===== src/rtl/screen_arbiter.sv =====
// screen_arbiter: sequencer and arbiter for the single framebuffer write port.
// Tracks the display mode (title / game-over / play). Every mode change wipes
// the screen with a raster clear sweep, pulses the new mode's drawer start
// strobe, then grants that drawer exclusive write access until the next change.
//
// Ports:
//   clk, rst                      clock, asynchronous active-low reset
//   showTitle, showGameOver       mode requests from the splash state machine
//   {title,over,game}_req/x/y/colour  drawer pixel write requests
//   {title,over,game}_go          one-cycle start strobe to the drawer
//   {title,over,game}_grant       drawer owns the write port
//   plot, plot_x, plot_y, plot_colour  framebuffer write port (registered)
//   clearing                      outputs carry clear-sweep pixels
module screen_arbiter #(
    parameter int unsigned WIDTH   = 160,
    parameter int unsigned HEIGHT  = 120,
    parameter int unsigned X_W     = 8,
    parameter int unsigned Y_W     = 7,
    parameter int unsigned COLOR_W = 3
) (
    input  logic               clk,
    input  logic               rst,
    input  logic               showTitle,
    input  logic               showGameOver,
    input  logic               title_req,
    input  logic [X_W-1:0]     title_x,
    input  logic [Y_W-1:0]     title_y,
    input  logic [COLOR_W-1:0] title_colour,
    input  logic               over_req,
    input  logic [X_W-1:0]     over_x,
    input  logic [Y_W-1:0]     over_y,
    input  logic [COLOR_W-1:0] over_colour,
    input  logic               game_req,
    input  logic [X_W-1:0]     game_x,
    input  logic [Y_W-1:0]     game_y,
    input  logic [COLOR_W-1:0] game_colour,
    output logic               title_go,
    output logic               over_go,
    output logic               game_go,
    output logic               title_grant,
    output logic               over_grant,
    output logic               game_grant,
    output logic               plot,
    output logic [X_W-1:0]     plot_x,
    output logic [Y_W-1:0]     plot_y,
    output logic [COLOR_W-1:0] plot_colour,
    output logic               clearing
);

    localparam logic [X_W-1:0] X_LAST = X_W'(WIDTH - 1);
    localparam logic [Y_W-1:0] Y_LAST = Y_W'(HEIGHT - 1);

    typedef enum logic [1:0] {
        MODE_TITLE = 2'd0,
        MODE_OVER  = 2'd1,
        MODE_PLAY  = 2'd2
    } mode_t;

    typedef enum logic [1:0] {
        ST_CLEAR = 2'd0,
        ST_START = 2'd1,
        ST_SERVE = 2'd2
    } state_t;

    state_t           state_q, state_d;
    mode_t            mode_q, mode_d, mode_dec_c;
    logic [X_W-1:0]   cx_q, cx_d;
    logic [Y_W-1:0]   cy_q, cy_d;

    // Bit 0 = title, bit 1 = game-over, bit 2 = play
    logic [2:0]       go_d, grant_d, mode_oh_c;
    logic             plot_d, clearing_d;
    logic [X_W-1:0]   plot_x_d;
    logic [Y_W-1:0]   plot_y_d;
    logic [COLOR_W-1:0] plot_colour_d;

    logic             sel_req_c;
    logic [X_W-1:0]   sel_x_c;
    logic [Y_W-1:0]   sel_y_c;
    logic [COLOR_W-1:0] sel_colour_c;

    // Mode decode: title has priority over game-over
    always_comb begin
        if (showTitle) begin
            mode_dec_c = MODE_TITLE;
        end else if (showGameOver) begin
            mode_dec_c = MODE_OVER;
        end else begin
            mode_dec_c = MODE_PLAY;
        end
    end

    // Drawer currently being served: one-hot and its request mux
    always_comb begin
        mode_oh_c    = 3'b000;
        sel_req_c    = 1'b0;
        sel_x_c      = '0;
        sel_y_c      = '0;
        sel_colour_c = '0;
        case (mode_q)
            MODE_TITLE: begin
                mode_oh_c    = 3'b001;
                sel_req_c    = title_req;
                sel_x_c      = title_x;
                sel_y_c      = title_y;
                sel_colour_c = title_colour;
            end
            MODE_OVER: begin
                mode_oh_c    = 3'b010;
                sel_req_c    = over_req;
                sel_x_c      = over_x;
                sel_y_c      = over_y;
                sel_colour_c = over_colour;
            end
            MODE_PLAY: begin
                mode_oh_c    = 3'b100;
                sel_req_c    = game_req;
                sel_x_c      = game_x;
                sel_y_c      = game_y;
                sel_colour_c = game_colour;
            end
            default: ;
        endcase
    end

    // Next state and next registered outputs; a mode change overrides every state
    always_comb begin
        state_d       = state_q;
        mode_d        = mode_q;
        cx_d          = cx_q;
        cy_d          = cy_q;
        go_d          = 3'b000;
        grant_d       = 3'b000;
        plot_d        = 1'b0;
        plot_x_d      = '0;
        plot_y_d      = '0;
        plot_colour_d = '0;
        clearing_d    = 1'b0;

        if (mode_dec_c != mode_q) begin
            // Outputs stay idle this cycle; the new sweep starts next cycle
            state_d = ST_CLEAR;
            mode_d  = mode_dec_c;
            cx_d    = '0;
            cy_d    = '0;
        end else begin
            case (state_q)
                ST_CLEAR: begin
                    plot_d     = 1'b1;
                    plot_x_d   = cx_q;
                    plot_y_d   = cy_q;
                    clearing_d = 1'b1;
                    if (cx_q == X_LAST) begin
                        cx_d = '0;
                        if (cy_q == Y_LAST) begin
                            cy_d    = '0;
                            state_d = ST_START;
                        end else begin
                            cy_d = cy_q + Y_W'(1);
                        end
                    end else begin
                        cx_d = cx_q + X_W'(1);
                    end
                end
                ST_START: begin
                    go_d    = mode_oh_c;
                    state_d = ST_SERVE;
                end
                ST_SERVE: begin
                    grant_d = mode_oh_c;
                    if (sel_req_c) begin
                        plot_d        = 1'b1;
                        plot_x_d      = sel_x_c;
                        plot_y_d      = sel_y_c;
                        plot_colour_d = sel_colour_c;
                    end
                end
                default: begin
                    state_d = ST_CLEAR;
                    cx_d    = '0;
                    cy_d    = '0;
                end
            endcase
        end
    end

    // State and output registers
    always_ff @(posedge clk or negedge rst) begin
        if (!rst) begin
            state_q     <= ST_CLEAR;
            mode_q      <= MODE_TITLE;
            cx_q        <= '0;
            cy_q        <= '0;
            title_go    <= 1'b0;
            over_go     <= 1'b0;
            game_go     <= 1'b0;
            title_grant <= 1'b0;
            over_grant  <= 1'b0;
            game_grant  <= 1'b0;
            plot        <= 1'b0;
            plot_x      <= '0;
            plot_y      <= '0;
            plot_colour <= '0;
            clearing    <= 1'b0;
        end else begin
            state_q     <= state_d;
            mode_q      <= mode_d;
            cx_q        <= cx_d;
            cy_q        <= cy_d;
            title_go    <= go_d[0];
            over_go     <= go_d[1];
            game_go     <= go_d[2];
            title_grant <= grant_d[0];
            over_grant  <= grant_d[1];
            game_grant  <= grant_d[2];
            plot        <= plot_d;
            plot_x      <= plot_x_d;
            plot_y      <= plot_y_d;
            plot_colour <= plot_colour_d;
            clearing    <= clearing_d;
        end
    end

endmodule


===== config.mk =====
export PLATFORM = sky130hd
export DESIGN_NAME = screen_arbiter
export DESIGN_NICKNAME = d
export VERILOG_FILES = /design/src/rtl/screen_arbiter.sv
export SDC_FILE = /design/constraint.sdc
export NUM_CORES = 1
export LEC_CHECK = 0
export ABC_AREA = 1
export BUFFER_PORTS_ARGS = -buffer_cell sky130_fd_sc_hd__buf_2
export CORE_MARGIN = 5
export CORE_UTILIZATION = 50
export DETAILED_ROUTE_END_ITERATION = 8
export PLACE_DENSITY = 0.87
export SYNTH_ARGS = -nofsm -noshare
export SYNTH_HDL_FRONTEND = slang
export SYNTH_SLANG_ARGS = --single-unit

===== constraint.sdc =====
create_clock -name clk -period 1.9 [get_ports clk]
set_input_delay 0.095 -clock clk [delete_from_list [all_inputs] [get_ports clk]]
set_output_delay 0.095 -clock clk [all_outputs]
set_load 0.01 [all_outputs]

Word level (Yosys, flattened, before mapping)
Cells that the tools add are included.
{"block": "op_classes", "add_sub_neg": 2, "eq_ne": 11, "muxes": 36, "reduce_logical": 5}
{"cell": "$mux W7", "n": 5}
{"cell": "$mux W8", "n": 4}
{"cell": "$pmux W8 S2", "n": 2}
{"cell": "$pmux W7 S2", "n": 2}
{"cell": "$pmux W8 S3", "n": 1}
{"cell": "$mux W3", "n": 7}
{"cell": "$pmux W7 S3", "n": 1}
{"cell": "$pmux W3 S3", "n": 2}
{"cell": "$mux W2", "n": 5}
{"cell": "$add A8 B1 Y8 const B", "n": 1}
{"cell": "$eq A8 B8 Y1 const B", "n": 1}
{"cell": "$add A7 B1 Y7 const B", "n": 1}
{"cell": "$eq A7 B7 Y1 const B", "n": 1}
{"cell": "$ne A3 B3 Y1 const B", "n": 2}
{"cell": "$pmux W2 S3", "n": 1}
{"cell": "$eq A2 B1 Y1 const B", "n": 2}
{"cell": "$eq A2 B2 Y1 const B", "n": 2}
{"cell": "$logic_not A2 Y1", "n": 2}
{"cell": "$mux W1", "n": 4}
{"cell": "$pmux W1 S3", "n": 1}
{"cell": "$reduce_and A3 Y1", "n": 1}
{"cell": "$ne A2 B1 Y1 const B", "n": 1}
{"cell": "$ne A2 B2 Y1", "n": 1}
{"cell": "$ne A2 B2 Y1 const B", "n": 1}
{"cell": "other kinds (3)", "n": 3}
{"block": "totals", "ff_bits": 45, "input_bits": 61, "output_inout_bits": 26, "elab_cells": 69}

Logic depth before layout (Yosys ltp)
{"block": "depth", "ltp_word": 5, "depth_mapped": 10}

Least setup slack after synthesis
OpenSTA, ideal clock, no wires.
{"block": "synth_timing", "kind": "reg2reg", "start": "reg state_q[0]", "end": "reg cy_q[3]", "setup_time_ns": 0.122, "t_arrival_ns": 1.255, "required_time_ns": 1.778, "setup_slack_ns": 0.524, "stages_incl_launch_ff": 9, "n_path_buf": 1, "path_cell_list": "dfrtp_1 > inv_1 > ha_1 > buf_2 > nand3_1 > nor2_2 > nor2_4 > nand2_1 > o21ai_1"}
{"block": "synth_between", "elab_chain_cells": 4, "word_cells_on_any_way": 9, "classes_between": "4 x eq/ne; 2 x mux; 3 x reduce/logical"}
{"item": "start, declared", "line": "65", "text": "state_t state_q, state_d;"}
{"item": "start signal, assigned", "line": "206", "text": "state_q <= state_d;"}
{"item": "$eq A2 B2 Y1 or $eq A2 B1 Y1 (tied branches)", "line": "147", "text": "case (state_q)"}
{"item": "$reduce_or A2 Y1 (no line)"}
{"item": "$pmux W7 S2 or $ne A2 B1 Y1 (tied branches)"}
{"item": "$mux W7 or $reduce_and A2 Y1 (tied branches)"}
{"item": "end signal, assigned", "line": "209", "text": "cy_q <= cy_d;"}
{"item": "end, declared", "line": "68", "text": "logic [Y_W-1:0] cy_q, cy_d;"}
Parallel ways exist; a longest one is shown, timed or not.
A chain may end at the register's enable or synchronous reset.

Worst setup path after layout
{"block": "layout_timing", "start": "reg state_q[0]", "end": "reg cx_q[3]"}
{"block": "layout_between", "elab_chain_cells": 4, "word_cells_on_any_way": 7, "classes_between": "3 x eq/ne; 2 x mux; 2 x reduce/logical"}
{"item": "$eq A2 B2 Y1 or $eq A2 B1 Y1 (tied branches)", "line": "147"}
{"item": "$reduce_or A2 Y1 (no line)"}
{"item": "$pmux W8 S2", "line": "147"}
{"item": "$mux W8", "line": "140", "text": "if (mode_dec_c != mode_q) begin"}
{"item": "end signal, assigned", "line": "192", "text": "cx_q <= '0;"}
{"item": "end signal, assigned", "line": "208", "text": "cx_q <= cx_d;"}
{"item": "end, declared", "line": "67", "text": "logic [X_W-1:0] cx_q, cx_d;"}
Parallel ways exist; a longest one is shown, timed or not.

==> flow_summary.ini <==
[power_and_ir_drop]
ir_worst_vdd_mv = 0.367
power_mw = 2.60
power-per-cell-area_mw_per_mm2 = 831
p_leak_nw = 1.68

[cts]
clk_pin_slew_ns = 0.08
h-tree-depth = 2
clockBufferDepth = 2
insertion_delay_ns = 0.30
cts_num_sinks = 45
post-cts-setup-buffer-count = 0
cts_tree = built
cts_buffers = 5
cts_root_buf = clkbuf_8

[setup_path]
required_ns = 2.13
worstPathArrival_ns = 2.04
crit_start = state_q[0]
reg2regPathDepth = 8
cp_max_fo = 11
r2r_slack_ns = 0.09
criticalPathCategory = flip-flop to flip-flop
r2r-start = state_q[0]
r2r_end = cx_q[3]
critPathLaunchType = flip-flop
crit_end = cx_q[3]
end_kind = flip-flop

[min_path]
hold_class = input port to flip-flop

[final_layout]
diodes = 0
final_nets = 495
fillers = 403
multi_input_area_mm2 = 0.00119
synthToLayoutAreaGrowth_pct = 24.4
drive_above_1_share_pct = 27.6
final_area_mm2 = 0.00313
stdcell_count = 495
utilization_pct = 64.9
regArea_mm2 = 0.00113

[synth]
synthCells = 337
yosysTopAreaCellShare_pct = 44.8
synth_cell_type_count = 26
synth_nets = 404
post_synth.cell_area_avg_um2 = 7.46
yosys_warnings = 0
syn_area_mm2 = 0.00251
ys_seq_elements = 45
yosysTopAreaCell = dfrtp_1
ys_seq_area_share_pct = 44.8
synth_area_leaders = dfrtp_1 45%, nand2_1 19%, nand3_1 6.4%, a21oi_1 4.2%, nor2_1 4.0%

[floorplanning]
fp.dieH_um = 80.9
top_level_ports = 87
dieArea_mm2 = 0.00655
fp.dieW_um = 80.9
core_mm2 = 0.00482
core.rowCount = 25
start_util_pct = 52.2

[sta]
finClkSkew_ns = 0.00438
fin_setup_tns_ns = 0
setup_ws_ns = 0.0926
tightest_slew_ns = 0.702
rsz0062_at_grt = false
layout_min_cycle_time_ns = 1.81
drv_slew = 0
setup_violations = 0
post-route-period-util_pct = 95.1
timing.fmax_mhz = 553
slew_headroom_pct = 53.2
hold_violations = 0
holdWs_ns = 0.0620

[global_route]
grt_overflow = 0
grt_usage_pct = 21.9
grt_max_degree = 33
grt_pass1_wl_mm = 11.1
grt_pass1_vias = 2487
antenna_found_initial = 0

[placed_design]
routabilityCongestion = 0.873
dp.cells = 485
placed_cell_area_mm2 = 0.00299
pre_cts_ws_ns = 0.190
io_buffer_count = 86
place_hpwl_mm = 5.20

[routing]
drc = 0
firstDrtPassIters = 5
num_vias = 2568
routed_via_density = 5.19
drt_iter0_drc = 252
ant_nets = 0
finalWirelength_mm = 6.87
wire_per_inst_um = 13.9

[run]
drv_cap = 0

[outcome]
status = complete, no violations
-- report_power, final --
group,switching (mW),total [mW],internal (mW)
Combinational,0.530,0.802,0.272
Sequential,0.0627,1.10,1.04
Clock,0.315,0.698,0.382
-- routing by layer --
metal	track usage, %	vias to the layer above	wire length [µm]
met1	25.7	1181	2850
met5	0	-	0
met4	8.78	0	142
met2	38.1	124	3290
met3	5.76	18	591
li1	-	1245	-
-- placed cells by master, fill, tap and decap left out, drive strengths merged --
cell           n
ha             6
bufinv         1
nand3         32
nand2        136
nand4          7
dfrtp         45
clkbuf         5
dlygate4sd3    3
a31oi          3
xor2           1
clkinv         1
inv           30
buf           92
a21oi         21
nor2          33
o21ai         10
nor3           2
-- worst max-delay path, stage by stage, from the launching register on --
cell,delay (ns)
dfrtp_1,0.41
inv_1,0.15
ha_1,0.43
inv_1,0.23
nor2_8,0.18
nand2_4,0.09
nand2_4,0.10
nand2_1,0.06
nor2_1,0.10
-- how the worst min path moves through the flow --
stage	startpoint	endpoint	slack [ns]	cells after the start
after floorplan	rst	clearing	-0.20	0
after global placement	rst	cx_q[6]	0.18	1
final	title_colour[2]	plot_colour[2]	0.06	3
after global routing	title_colour[2]	plot_colour[2]	0.06	3
after CTS	title_colour[2]	plot_colour[2]	0.05	3
after detailed placement	rst	cy_q[2]	0.18	1
-- sequential cells by signal (all words and copies together), names as in the netlist --
signal,flops
cx_q,8
title_grant,1
title_go,1
clearing,1
plot_colour,3
mode_q,2
over_grant,1
plot,1
plot_y,7
cy_q,7
game_grant,1
game_go,1
over_go,1
plot_x,8
state_q,2
-- final cells by class --
| class | instances | area share (%) |
|---|---|---|
| timing repair buffer | 95 | 16.2 |
| sequential | 45 | 36.0 |
| clock inverter | 2 | 1.12 |
| clock buffer | 5 | 2.20 |
| tap | 67 | 2.68 |
| multi-input combinational | 251 | 38.2 |
| inverter | 30 | 3.68 |
-- cell families (layout without fill, tap and decap cells) --
logic type | after synthesis | in the layout | share of synthesized area [%]
AND/OR/NAND/NOR | 210 | 210 | 37.2
flip-flops | 45 | 45 | 44.8
buffers and inverters | 41 | 132 | 7.72
AO/OA/AOI/OAI | 34 | 34 | 6.92
adder cells (fa/ha/maj) | 6 | 6 | 2.99
XOR/XNOR | 1 | 1 | 0.348
-- synth_stat cells --
cell type and number:
xor2_1 1, nor2_1 27, buf_6 2, buf_2 3
o21ai_0 4, inv_1 26, nand4_1 6, buf_4 5
nor2_2 3, nand2_2 3, clkbuf_1 1, a31oi_1 3
nor2_8 1, inv_4 1, nand3_1 32, inv_2 3
nor2_4 2, dfrtp_1 45, nand2_1 129, o21ai_1 6
ha_1 6, nor3_2 1, nor3_1 1, a21oi_1 21
nand4_2 1, nand2_4 4
-- what timing repair did --
action,4_1_cts,5_1_grt
gates resized for setup,0,0
endpoints found under the hold margin,31,0
hold buffers,3,0
Power figures use the tool's default switching activity.
